File: src/rtl/midi_voice_allocator.sv
// midi_voice_allocator
//   Polyphonic MIDI voice allocator sitting between the MIDI framer and the
//   voice bank. Each accepted event is scanned against all voices (one voice
//   per cycle), applied in a single cycle, then acknowledged. Note-ons go to
//   a matching voice (retrigger), else the lowest free voice, else the oldest
//   voice is stolen (retrigger). Handles note-off, sustain pedal (CC64),
//   all-notes-off (CC123) and optional channel filtering.
//
// Ports
//   clk, rst                      clock, asynchronous active-high reset
//   midi_event_valid              framed event present (held until ack)
//   midi_command                  status byte
//   midi_parameter_1/2            note or controller number / velocity or value
//   midi_event_ack                one-cycle completion pulse
//   voice_gate[NUM_VOICES]        per-voice gate
//   voice_note/voice_velocity     voice i at [7i+6:7i]
//   sustain_pedal                 current pedal state
//   busy                          event in flight (FSM not idle)

package midi_voice_pkg;

    typedef enum logic [1:0] {
        V_FREE,
        V_ON,
        V_HELD,
        V_RETRIG
    } vstate_t;

    // One update broadcast to every voice lane during APPLY.
    typedef struct packed {
        logic       load;          // note-on lands on the selected lane
        logic       retrig;        // load with a gate-low gap
        logic       note_off;      // release lanes whose note matches
        logic       pedal_dn;      // sustain pedal state at note-off time
        logic       release_held;  // pedal lifted: drop HELD lanes
        logic       kill;          // all notes off
        logic [6:0] note;
        logic [6:0] vel;
    } lane_op_t;

endpackage

// midi_voice_lane
//   State, note, velocity, gate, retrigger countdown and age rank of one
//   voice. The countdown runs every cycle regardless of the allocator FSM.
//
// Ports
//   op/sel/bump       broadcast update, this lane is the note-on target,
//                     this lane ages by one
//   state/note/vel/gate/age   current voice state

module midi_voice_lane
    import midi_voice_pkg::*;
#(
    parameter int                AGE_W         = 3,
    parameter int                CNT_W         = 7,
    parameter int                RETRIG_CYCLES = 64,
    parameter logic [AGE_W-1:0]  INIT_AGE      = '0
) (
    input  logic             clk,
    input  logic             rst,
    input  lane_op_t         op,
    input  logic             sel,
    input  logic             bump,
    output vstate_t          state,
    output logic [6:0]       note,
    output logic [6:0]       vel,
    output logic             gate,
    output logic [AGE_W-1:0] age
);

    logic [CNT_W-1:0] cnt;

    always_ff @(posedge clk or posedge rst) begin
        if (rst) begin
            state <= V_FREE;
            note  <= '0;
            vel   <= '0;
            gate  <= 1'b0;
            cnt   <= '0;
            age   <= INIT_AGE;
        end else begin
            // Countdown; the event updates below override it for this lane.
            if (state == V_RETRIG) begin
                if (cnt <= CNT_W'(1)) begin
                    cnt   <= '0;
                    gate  <= 1'b1;
                    state <= V_ON;
                end else begin
                    cnt <= cnt - 1'b1;
                end
            end

            if (op.kill) begin
                state <= V_FREE;
                gate  <= 1'b0;
                cnt   <= '0;
            end else if (sel) begin
                note <= op.note;
                vel  <= op.vel;
                if (op.retrig) begin
                    gate  <= 1'b0;
                    cnt   <= CNT_W'(RETRIG_CYCLES);
                    state <= V_RETRIG;
                end else begin
                    gate  <= 1'b1;
                    cnt   <= '0;
                    state <= V_ON;
                end
            end else if (op.note_off && note == op.note &&
                         (state == V_ON || state == V_RETRIG)) begin
                // A pending retrigger is never sustained: it is dropped.
                if (state == V_ON && op.pedal_dn) begin
                    state <= V_HELD;
                end else begin
                    state <= V_FREE;
                    gate  <= 1'b0;
                    cnt   <= '0;
                end
            end else if (op.release_held && state == V_HELD) begin
                state <= V_FREE;
                gate  <= 1'b0;
            end

            if (sel) begin
                age <= '0;
            end else if (bump) begin
                age <= age + 1'b1;
            end
        end
    end

endmodule

module midi_voice_allocator
    import midi_voice_pkg::*;
#(
    parameter int NUM_VOICES    = 8,
    parameter int MIDI_CHANNEL  = 0,
    parameter bit OMNI          = 1'b1,
    parameter int RETRIG_CYCLES = 64
) (
    input  logic                      clk,
    input  logic                      rst,
    input  logic                      midi_event_valid,
    input  logic [7:0]                midi_command,
    input  logic [6:0]                midi_parameter_1,
    input  logic [6:0]                midi_parameter_2,
    output logic                      midi_event_ack,
    output logic [NUM_VOICES-1:0]     voice_gate,
    output logic [7*NUM_VOICES-1:0]   voice_note,
    output logic [7*NUM_VOICES-1:0]   voice_velocity,
    output logic                      sustain_pedal,
    output logic                      busy
);

    localparam int              IDX_W = $clog2(NUM_VOICES);
    localparam int              CNT_W = $clog2(RETRIG_CYCLES + 1);
    localparam logic [IDX_W-1:0] LAST = IDX_W'(NUM_VOICES - 1);

    typedef enum logic [2:0] {
        IDLE,
        SCAN,
        APPLY,
        ACK,
        WAIT_LOW
    } fsm_t;

    fsm_t             fsm;
    logic [7:0]       cmd_q;
    logic [6:0]       p1_q;
    logic [6:0]       p2_q;
    logic [IDX_W-1:0] scan_idx;
    logic             match_hit;
    logic [IDX_W-1:0] match_idx;
    logic             free_hit;
    logic [IDX_W-1:0] free_idx;
    logic [IDX_W-1:0] old_idx;

    vstate_t                          v_state [NUM_VOICES];
    logic [NUM_VOICES-1:0][6:0]       v_note;
    logic [NUM_VOICES-1:0][6:0]       v_vel;
    logic [NUM_VOICES-1:0][IDX_W-1:0] v_age;
    logic [NUM_VOICES-1:0]            v_sel;
    logic [NUM_VOICES-1:0]            v_bump;

    // Event decode and APPLY-cycle broadcast.
    logic             ch_ok;
    logic             apply_en;
    logic             is_on;
    logic             is_off;
    logic             is_sus;
    logic             is_aoff;
    logic             sus_next;
    logic [IDX_W-1:0] tgt_idx;
    logic [IDX_W-1:0] tgt_age;
    lane_op_t         op;

    always_comb begin
        ch_ok    = OMNI || (cmd_q[3:0] == 4'(MIDI_CHANNEL));
        apply_en = (fsm == APPLY) && ch_ok;
        is_on    = (cmd_q[7:4] == 4'h9) && (p2_q != 7'd0);
        is_off   = (cmd_q[7:4] == 4'h8) || ((cmd_q[7:4] == 4'h9) && (p2_q == 7'd0));
        is_sus   = (cmd_q[7:4] == 4'hB) && (p1_q == 7'd64);
        is_aoff  = (cmd_q[7:4] == 4'hB) && (p1_q == 7'd123);
        sus_next = p2_q[6];  // value >= 64

        tgt_idx = match_hit ? match_idx : (free_hit ? free_idx : old_idx);
        tgt_age = v_age[tgt_idx];

        op              = '0;
        op.note         = p1_q;
        op.vel          = p2_q;
        op.load         = apply_en && is_on;
        op.retrig       = match_hit || !free_hit;
        op.note_off     = apply_en && is_off;
        op.pedal_dn     = sustain_pedal;
        op.release_held = apply_en && is_sus && sustain_pedal && !sus_next;
        op.kill         = apply_en && is_aoff;
    end

    genvar gi;
    generate
        for (gi = 0; gi < NUM_VOICES; gi++) begin : g_lane
            // Target goes to age 0; everything younger than it shifts one older.
            assign v_sel[gi]  = op.load && (tgt_idx == IDX_W'(gi));
            assign v_bump[gi] = op.load && (v_age[gi] < tgt_age);

            midi_voice_lane #(
                .AGE_W         (IDX_W),
                .CNT_W         (CNT_W),
                .RETRIG_CYCLES (RETRIG_CYCLES),
                .INIT_AGE      (IDX_W'(gi))
            ) u_lane (
                .clk   (clk),
                .rst   (rst),
                .op    (op),
                .sel   (v_sel[gi]),
                .bump  (v_bump[gi]),
                .state (v_state[gi]),
                .note  (v_note[gi]),
                .vel   (v_vel[gi]),
                .gate  (voice_gate[gi]),
                .age   (v_age[gi])
            );

            assign voice_note[7*gi +: 7]     = v_note[gi];
            assign voice_velocity[7*gi +: 7] = v_vel[gi];
        end
    endgenerate

    // Voice under inspection during SCAN.
    vstate_t          s_state;
    logic [6:0]       s_note;
    logic [IDX_W-1:0] s_age;

    always_comb begin
        s_state = v_state[scan_idx];
        s_note  = v_note[scan_idx];
        s_age   = v_age[scan_idx];
    end

    always_ff @(posedge clk or posedge rst) begin
        if (rst) begin
            fsm            <= IDLE;
            cmd_q          <= '0;
            p1_q           <= '0;
            p2_q           <= '0;
            scan_idx       <= '0;
            match_hit      <= 1'b0;
            match_idx      <= '0;
            free_hit       <= 1'b0;
            free_idx       <= '0;
            old_idx        <= '0;
            sustain_pedal  <= 1'b0;
            midi_event_ack <= 1'b0;
            busy           <= 1'b0;
        end else begin
            midi_event_ack <= 1'b0;
            case (fsm)
                IDLE: begin
                    if (midi_event_valid) begin
                        cmd_q     <= midi_command;
                        p1_q      <= midi_parameter_1;
                        p2_q      <= midi_parameter_2;
                        scan_idx  <= '0;
                        match_hit <= 1'b0;
                        free_hit  <= 1'b0;
                        old_idx   <= '0;
                        busy      <= 1'b1;
                        fsm       <= SCAN;
                    end
                end
                SCAN: begin
                    if (!match_hit && s_state != V_FREE && s_note == p1_q) begin
                        match_hit <= 1'b1;
                        match_idx <= scan_idx;
                    end
                    if (!free_hit && s_state == V_FREE) begin
                        free_hit <= 1'b1;
                        free_idx <= scan_idx;
                    end
                    if (s_age == LAST) begin
                        old_idx <= scan_idx;
                    end
                    if (scan_idx == LAST) begin
                        fsm <= APPLY;
                    end else begin
                        scan_idx <= scan_idx + 1'b1;
                    end
                end
                APPLY: begin
                    if (apply_en && is_sus) begin
                        sustain_pedal <= sus_next;
                    end
                    midi_event_ack <= 1'b1;
                    fsm            <= ACK;
                end
                ACK: begin
                    fsm <= WAIT_LOW;
                end
                WAIT_LOW: begin
                    // Framer still holding the same event: do not take it twice.
                    if (!midi_event_valid) begin
                        busy <= 1'b0;
                        fsm  <= IDLE;
                    end
                end
                default: begin
                    fsm <= IDLE;
                end
            endcase
        end
    end

endmodule

File: config.mk
export PLATFORM = sky130hd
export DESIGN_NAME = midi_voice_allocator
export DESIGN_NICKNAME = d
export VERILOG_FILES = /design/src/rtl/midi_voice_allocator.sv
export SDC_FILE = /design/constraint.sdc
export NUM_CORES = 1
export LEC_CHECK = 0
export BUFFER_PORTS_ARGS = -buffer_cell sky130_fd_sc_hd__buf_2
export CORE_ASPECT_RATIO = 0.7
export CORE_MARGIN = 4
export CORE_UTILIZATION = 55
export CTS_BUF_LIST = sky130_fd_sc_hd__clkbuf_16
export DETAILED_ROUTE_END_ITERATION = 10
export GPL_TIMING_DRIVEN = 0
export HOLD_SLACK_MARGIN = 0.06
export PLACE_DENSITY = 0.82
export SYNTH_ARGS = -nofsm -noshare
export SYNTH_HDL_FRONTEND = slang
export SYNTH_SLANG_ARGS = --single-unit
export TNS_END_PERCENT = 20
File: constraint.sdc
create_clock -name clk -period 14.1 [get_ports clk]
set_input_delay 1.41 -clock clk [delete_from_list [all_inputs] [get_ports clk]]
set_output_delay 1.41 -clock clk [all_outputs]
set_load 0.05 [all_outputs]
Yosys cells after proc, flatten, opt, wreduce, memory -nomap -nowiden

Cells that the tools add are included.

Bits in registers: 258
Latch bits: 0
Memory bits (writable): 0
Memory bits (read-only): 0
Input port bits: 25
Output and inout port bits: 123
Word-level logic and storage cells: 497
Memories kept: 0

$add $sub $neg: 17
Multipliers: 0
Div/mod/pow operators: 0
$lt $le $gt $ge: 19
Equality and inequality tests: 58
Shift operators: 0
Multiplexer cells: 208
Bitwise logic cells: 2
Reductions and logical operators: 132

Operator list:

| kind                  | number |
|---|---|
| $mux W7               | 50 |
| $mux W2               | 59 |
| $reduce_bool A5 Y1    | 16 |
| $mux W3               | 26 |
| $eq A7 B7 Y1          | 9 |
| $mux W1               | 63 |
| $logic_and A1 B1 Y1   | 61 |
| $le A7 B1 Y1 const B  | 8 |
| $sub A7 B1 Y7 const B | 8 |
| $reduce_and A2 Y1     | 20 |
| $eq A2 B2 Y1 const B  | 16 |
| $add A3 B1 Y3 const B | 9 |
| $lt A3 B3 Y1          | 8 |
| $reduce_bool A2 Y1    | 11 |
| $bmux W7 S3           | 1 |
| $eq A3 B3 Y1 const B  | 7 |
| $bmux W3 S3           | 2 |
| $reduce_and A3 Y1     | 6 |
| $eq A2 B1 Y1 const B  | 8 |
| $pmux W3 S5           | 1 |
| $eq A7 B7 Y1 const B  | 2 |
| $ne A2 B2 Y1 const B  | 7 |
| $eq A3 B2 Y1 const B  | 4 |
| $eq A4 B4 Y1 const B  | 3 |
| 14 further kinds      | 31 |

Logic depth before layout (Yosys ltp)

Depth in word-level cells: 10
Gate-level depth with buffers: 11
Mapped depth without buffers: 10

Cells and area by module

From an unflattened synthesis, not the netlist that was laid out.

Cells, all modules: 1204
Area, all modules: 13792.0 um^2

Modules (own cells, without submodules):

| module                                 | times used | cells each | area each (um^2) |
|---|---|---|---|
| midi_voice_lane (g_lane[1].u_lane ...) | 3          | 115        | 1350.0 |
| midi_voice_allocator                   | 1          | 278        | 3024.2 |
| midi_voice_lane (g_lane[3].u_lane ...) | 2          | 115        | 1351.3 |
| midi_voice_lane (g_lane[0].u_lane)     | 1          | 115        | 1348.8 |
| midi_voice_lane (g_lane[7].u_lane)     | 1          | 118        | 1333.8 |
| midi_voice_lane (g_lane[6].u_lane)     | 1          | 118        | 1332.5 |

Worst setup path after synthesis

OpenSTA, ideal clock, no wires.

Path type: flip-flop to flip-flop
Start point: register free_hit
End point: register g_lane[5].u_lane.age[0]
Data arrival time: 3309 ps
Required time: 14011 ps
Setup slack: 10702 ps
Cell stages (with the launch flop): 11
Buffers on the path: 1
Clock period less this slack: 3398 ps
Path through: dfrtp_1 -> buf_2 -> mux2_2 -> mux2i_4 -> mux4_2 -> mux2i_1 -> ha_1 -> a211oi_1 -> nor4b_1 -> nor3_1 -> a211oi_1

Cells in the longest elaborated chain, start to end: 7
Elaborated cells on any way between the ends: 10
Classes of those cells: 1 x order compare; 1 x eq/ne; 5 x mux; 3 x reduce/logical

RTL lines:

| element                       | RTL line | RTL |
|---|---|---|
| start: declaration            | 176      | `logic free_hit;` |
| start signal: assignment      | 272      | `free_hit <= 1'b0;` |
| start signal: assignment      | 288      | `free_hit <= 1'b0;` |
| start signal: assignment      | 300      | `free_hit <= 1'b1;` |
| $mux W3 * (2 in series)       | 208      | `tgt_idx = match_hit ? match_idx : (free_hit ? free_idx : old_idx);` |
| $bmux W3 S3                   | 209      | `tgt_age = v_age[tgt_idx];` |
| $mux W3 (not written as such) | 209      |  |
| $lt A3 B3 Y1                  | 227      | `assign v_bump[gi] = op.load && (v_age[gi] < tgt_age);` |
| $logic_and A1 B1 Y1           | 227      |  |
| $reduce_bool A2 Y1 (no line)  | n/a      |  |
| end signal: assignment        | 128      | `age <= age + 1'b1;` |
| end: declaration              | 69       | `output logic [AGE_W-1:0] age` |

Mark *: on every way between the ends. The rest lies on a longest branch, timed or not. The select of a mux whose other input is x is not followed.
A chain may end at the register's enable or synchronous reset.

Final worst setup path

Start point: register p2_q[0]
End point: register g_lane[6].u_lane.vel[0]

Cells in the longest elaborated chain, start to end: 5

RTL lines:

| element                     | RTL line | RTL |
|---|---|---|
| start: declaration          | 172      | `logic [6:0] p2_q;` |
| start signal: assignment    | 285      | `p2_q <= midi_parameter_2;` |
| $reduce_bool A7 Y1          | 202      | `is_on = (cmd_q[7:4] == 4'h9) && (p2_q != 7'd0);` |
| $logic_and A1 B1 Y1         | 202      |  |
| $logic_and A1 B1 Y1         | 214      | `op.load = apply_en && is_on;` |
| $logic_and A1 B1 Y1         | 226      | `assign v_sel[gi] = op.load && (tgt_idx == IDX_W'(gi));` |
| $reduce_and A2 Y1 (no line) | n/a      |  |
| end signal: assignment      | 100      | `vel <= op.vel;` |
| end: declaration            | 67       | `output logic [6:0] vel,` |

Several ways; a longest one is shown, not always the timed one.

==> metrics.txt <==
first-pass GRT wire length=64,600 microns; post-layout min period=roughly 4200 ps; total negative slack=0 ps; vias in the first global route=11,548; CTS Root Cell=clkbuf_16; Synth Flop Type=dfrtp_1; starting density of the core=0.560; initial DRC count=around 1,300; CTS clk-pin slew, worst paths=60 ps; GRT Overall Usage=0.290; Yosys Warn Count=0; post-cts sizing count=0; pwr dens=140 mW/mm^2; f_max=~240 MHz; complex-gate fraction of the synthesized area=0.0809; DR vias=11,713; DRT Wirelength=40,600 microns; Pwr Total=2.23 mW; unrepaired setup endpoints after global routing=no; Hold Crit Class=flip-flop to flip-flop; Worst EP required=~15,000 ps; leakage power figure=7.73 nW; largest family of logic cells by synthesized area=simple AND/OR/NAND/NOR gates; Core Region=0.0247 sq mm; post-synthesis simple-gate area fraction=0.199; XOR/XNOR Fraction of Synth Area=0.0676; row cnt=48; Pins Over Slew Limit=0; DRC viols=0; Tcrit/Tclk final=0.295; Synth Area in Adders=0.0379; Vias per Instance=6.16; Layout area overhead=14.7%; Die Width=198 microns; multiplexer area fraction after synthesis=0.119; Netlist cell types=70; IO Port Bufs=roughly 140; Gate Count Post-Synth=roughly 1,400; CTS tree=done; final hold vios=0; Die Area=around 0.028 sq mm; count of flip-flops with a built-in enable after synthesis=0; peak supply drop=0.000105 V; Placement Setup Slack=10,020 ps; CP top delay family=simple AND/OR/NAND/NOR gates; max-cap violations=0; I/O pin cnt=148; Seq/Total Area, Yosys=0.460; Seq cells post-synth=254; DRT Pass-1 Iters=5; cells along the critical path=clkbuf_1 -> nor3_1 -> a21boi_1 -> nand2_1 -> nor3_2 -> buf_2 -> mux2_2; Startpoint Class=flip-flop; Layout fillers=1,992; post-synthesis cell area=0.0139 sq mm; htree depth=1; fin util=0.643; global placer's final weighted congestion=0.929; HPWL Detailed=29,400 microns; Synth area leaders=dfrtp_1 (44%), mux2_2 (7.4%), xnor2_1 (5.9%); die height=141 microns; CTS Buf Count=25; PnR worst setup slack=9940 ps; count of hold-fix buffers inserted at cts=0; slowest CP cell=a21boi_1; Post-DRT Antenna Nets=0; layout cells sized above 1=0.231; Final Net Count=around 1,600; syn_nets=1,452; Buf+Inv Stages, Crit Path=2; Worst Setup End Kind=flip-flop; status=complete, no violations; Syn Area/Cell=10.0 sq um; worst rel slew slack=0.194; antenna violations before repair=0; crit path DAT=~4600 ps; pin count of the biggest net entering global routing=105; Finish-stage setup viols=0; Worst path max stage delay=960 ps; Worst-Margin Slew=1210 ps; n_diodes=0; global route overflow=0; Synth top area share=0.437; CP Class=flip-flop to flip-flop; Yosys top cell by area=dfrtp_1; clock sink count=254; worst-path fanout max=10; clk_lat worst skew=550 ps; clock skew=around 21 ps; asr flop ratio synth=1.00; DR WL/cell=21.4 microns; setup bufs post-CTS=0; CTS max path bufs=3
-- worst paths after layout --
path	start	end	slack, ps	depth (start not counted)
min reg2reg	g_lane[7].u_lane.vel[3]	g_lane[7].u_lane.vel[3]	470	2
max reg2reg	p2_q[0]	g_lane[6].u_lane.vel[0]	9940	7
max in group asynchronous	rst	g_lane[4].u_lane.note[3]	12270	3
min	g_lane[7].u_lane.vel[3]	g_lane[7].u_lane.vel[3]	470	2
min in group asynchronous	rst	g_lane[6].u_lane.age[0]	930	2
max	p2_q[0]	g_lane[6].u_lane.vel[0]	9940	7
-- layout make-up --
class | count | area (sq um) | share of cell area
Inverter | 26 | 105 | 0.00661
Clock inverter | 21 | 225 | 0.0142
Multi-Input combinational cell | 1016 | 7000 | 0.440
Sequential cell | 254 | 6370 | 0.401
Tap cell | 325 | 407 | 0.0256
Timing Repair Buffer | 145 | 771 | 0.0485
Buffer | 89 | 394 | 0.0248
Clock buffer | 25 | 626 | 0.0393
-- registers in the layout, indices dropped and copies added (netlist names) --
| signal | count |
|---|---|
| scan_idx | 3 |
| g_lane.u_lane.vel | 56 |
| g_lane.u_lane.cnt | 56 |
| p2_q | 7 |
| g_lane.u_lane.gate | 8 |
| midi_event_ack | 1 |
| g_lane.u_lane.note | 56 |
| sustain_pedal | 1 |
| free_idx | 3 |
| fsm | 3 |
| g_lane.u_lane.age | 24 |
| old_idx | 3 |
| match_idx | 3 |
| busy | 1 |
| g_lane.u_lane.state | 16 |
| free_hit | 1 |
| p1_q | 7 |
| cmd_q | 4 |
| match_hit | 1 |
-- report_power, final --
part	total, mW	switching [mW]	internal (mW)	leakage (nW)
Clock	0.702	0.301	0.401	0.414
Sequential	0.840	0.0534	0.786	3.45
Combinational	0.692	0.467	0.225	3.86
-- stage by stage --
stage,instance area [sq um],hold slack [ps],cells
finish,15900,473,1901
floorplan,13900,461,1385
global route,15900,515,1901
CTS,15900,484,1901
global placement,15000,460,1853
detailed placement,15000,465,1855
-- cell usage in the layout, fill, tap and decap left out, drive strengths merged, types with 20 or more instances in the layout --
| master | instances |
|---|---|
| inv | 30 |
| nor2 | 119 |
| a211oi | 20 |
| a21oi | 43 |
| mux2 | 91 |
| o21ai | 44 |
| nand3 | 32 |
| ha | 42 |
| clkbuf | 79 |
| nand4 | 33 |
| buf | 180 |
| dfrtp | 242 |
| nand2 | 220 |
| nor4 | 26 |
| xnor2 | 94 |
| nor3 | 41 |
-- logic make-up after synthesis --
| kind of cell | after synthesis |
|---|---|
| fa+ha+maj | 42 |
| mux | 129 |
| simple gates | 565 |
| flops | 254 |
| compound gates | 173 |
| buf+inv | 115 |
| xor+xnor | 107 |
-- worst min-delay path: cells and delay by family (launching register included) --
family / cells / cell delay, ps
flip-flops: 1 / 340
AND/OR/NAND/NOR: 2 / 100
-- cell usage after synthesis (7+ instances only) --
cell type and count:
mux4_2 19, inv_1 26, dfstp_2 12, nor2b_1 11
nor3_1 38, or3b_1 7, a21oi_1 43, and2_1 7
dfrtp_1 242, o21ai_0 37, nand3_1 32, or3_1 8
xnor2_1 94, a211oi_1 19, nor4_1 24, mux2i_1 18
nand4_1 33, buf_2 24, clkbuf_1 54, mux2_2 91
ha_1 42, nor4b_1 12, xor2_1 13, o21a_1 15
nand2_1 218, buf_4 8, nor2_1 119, nand2b_1 8
-- metal layers --
layer | vias to the layer above | global-route usage | wire length, microns
li1 | 5208 | - | -
met3 | 123 | 0.0664 | 4510
met4 | 0 | 0.0840 | 1420
met1 | 5729 | 0.421 | 16900
met2 | 653 | 0.440 | 17800
met5 | - | 0 | 0
Power figures use the tool's default switching activity.
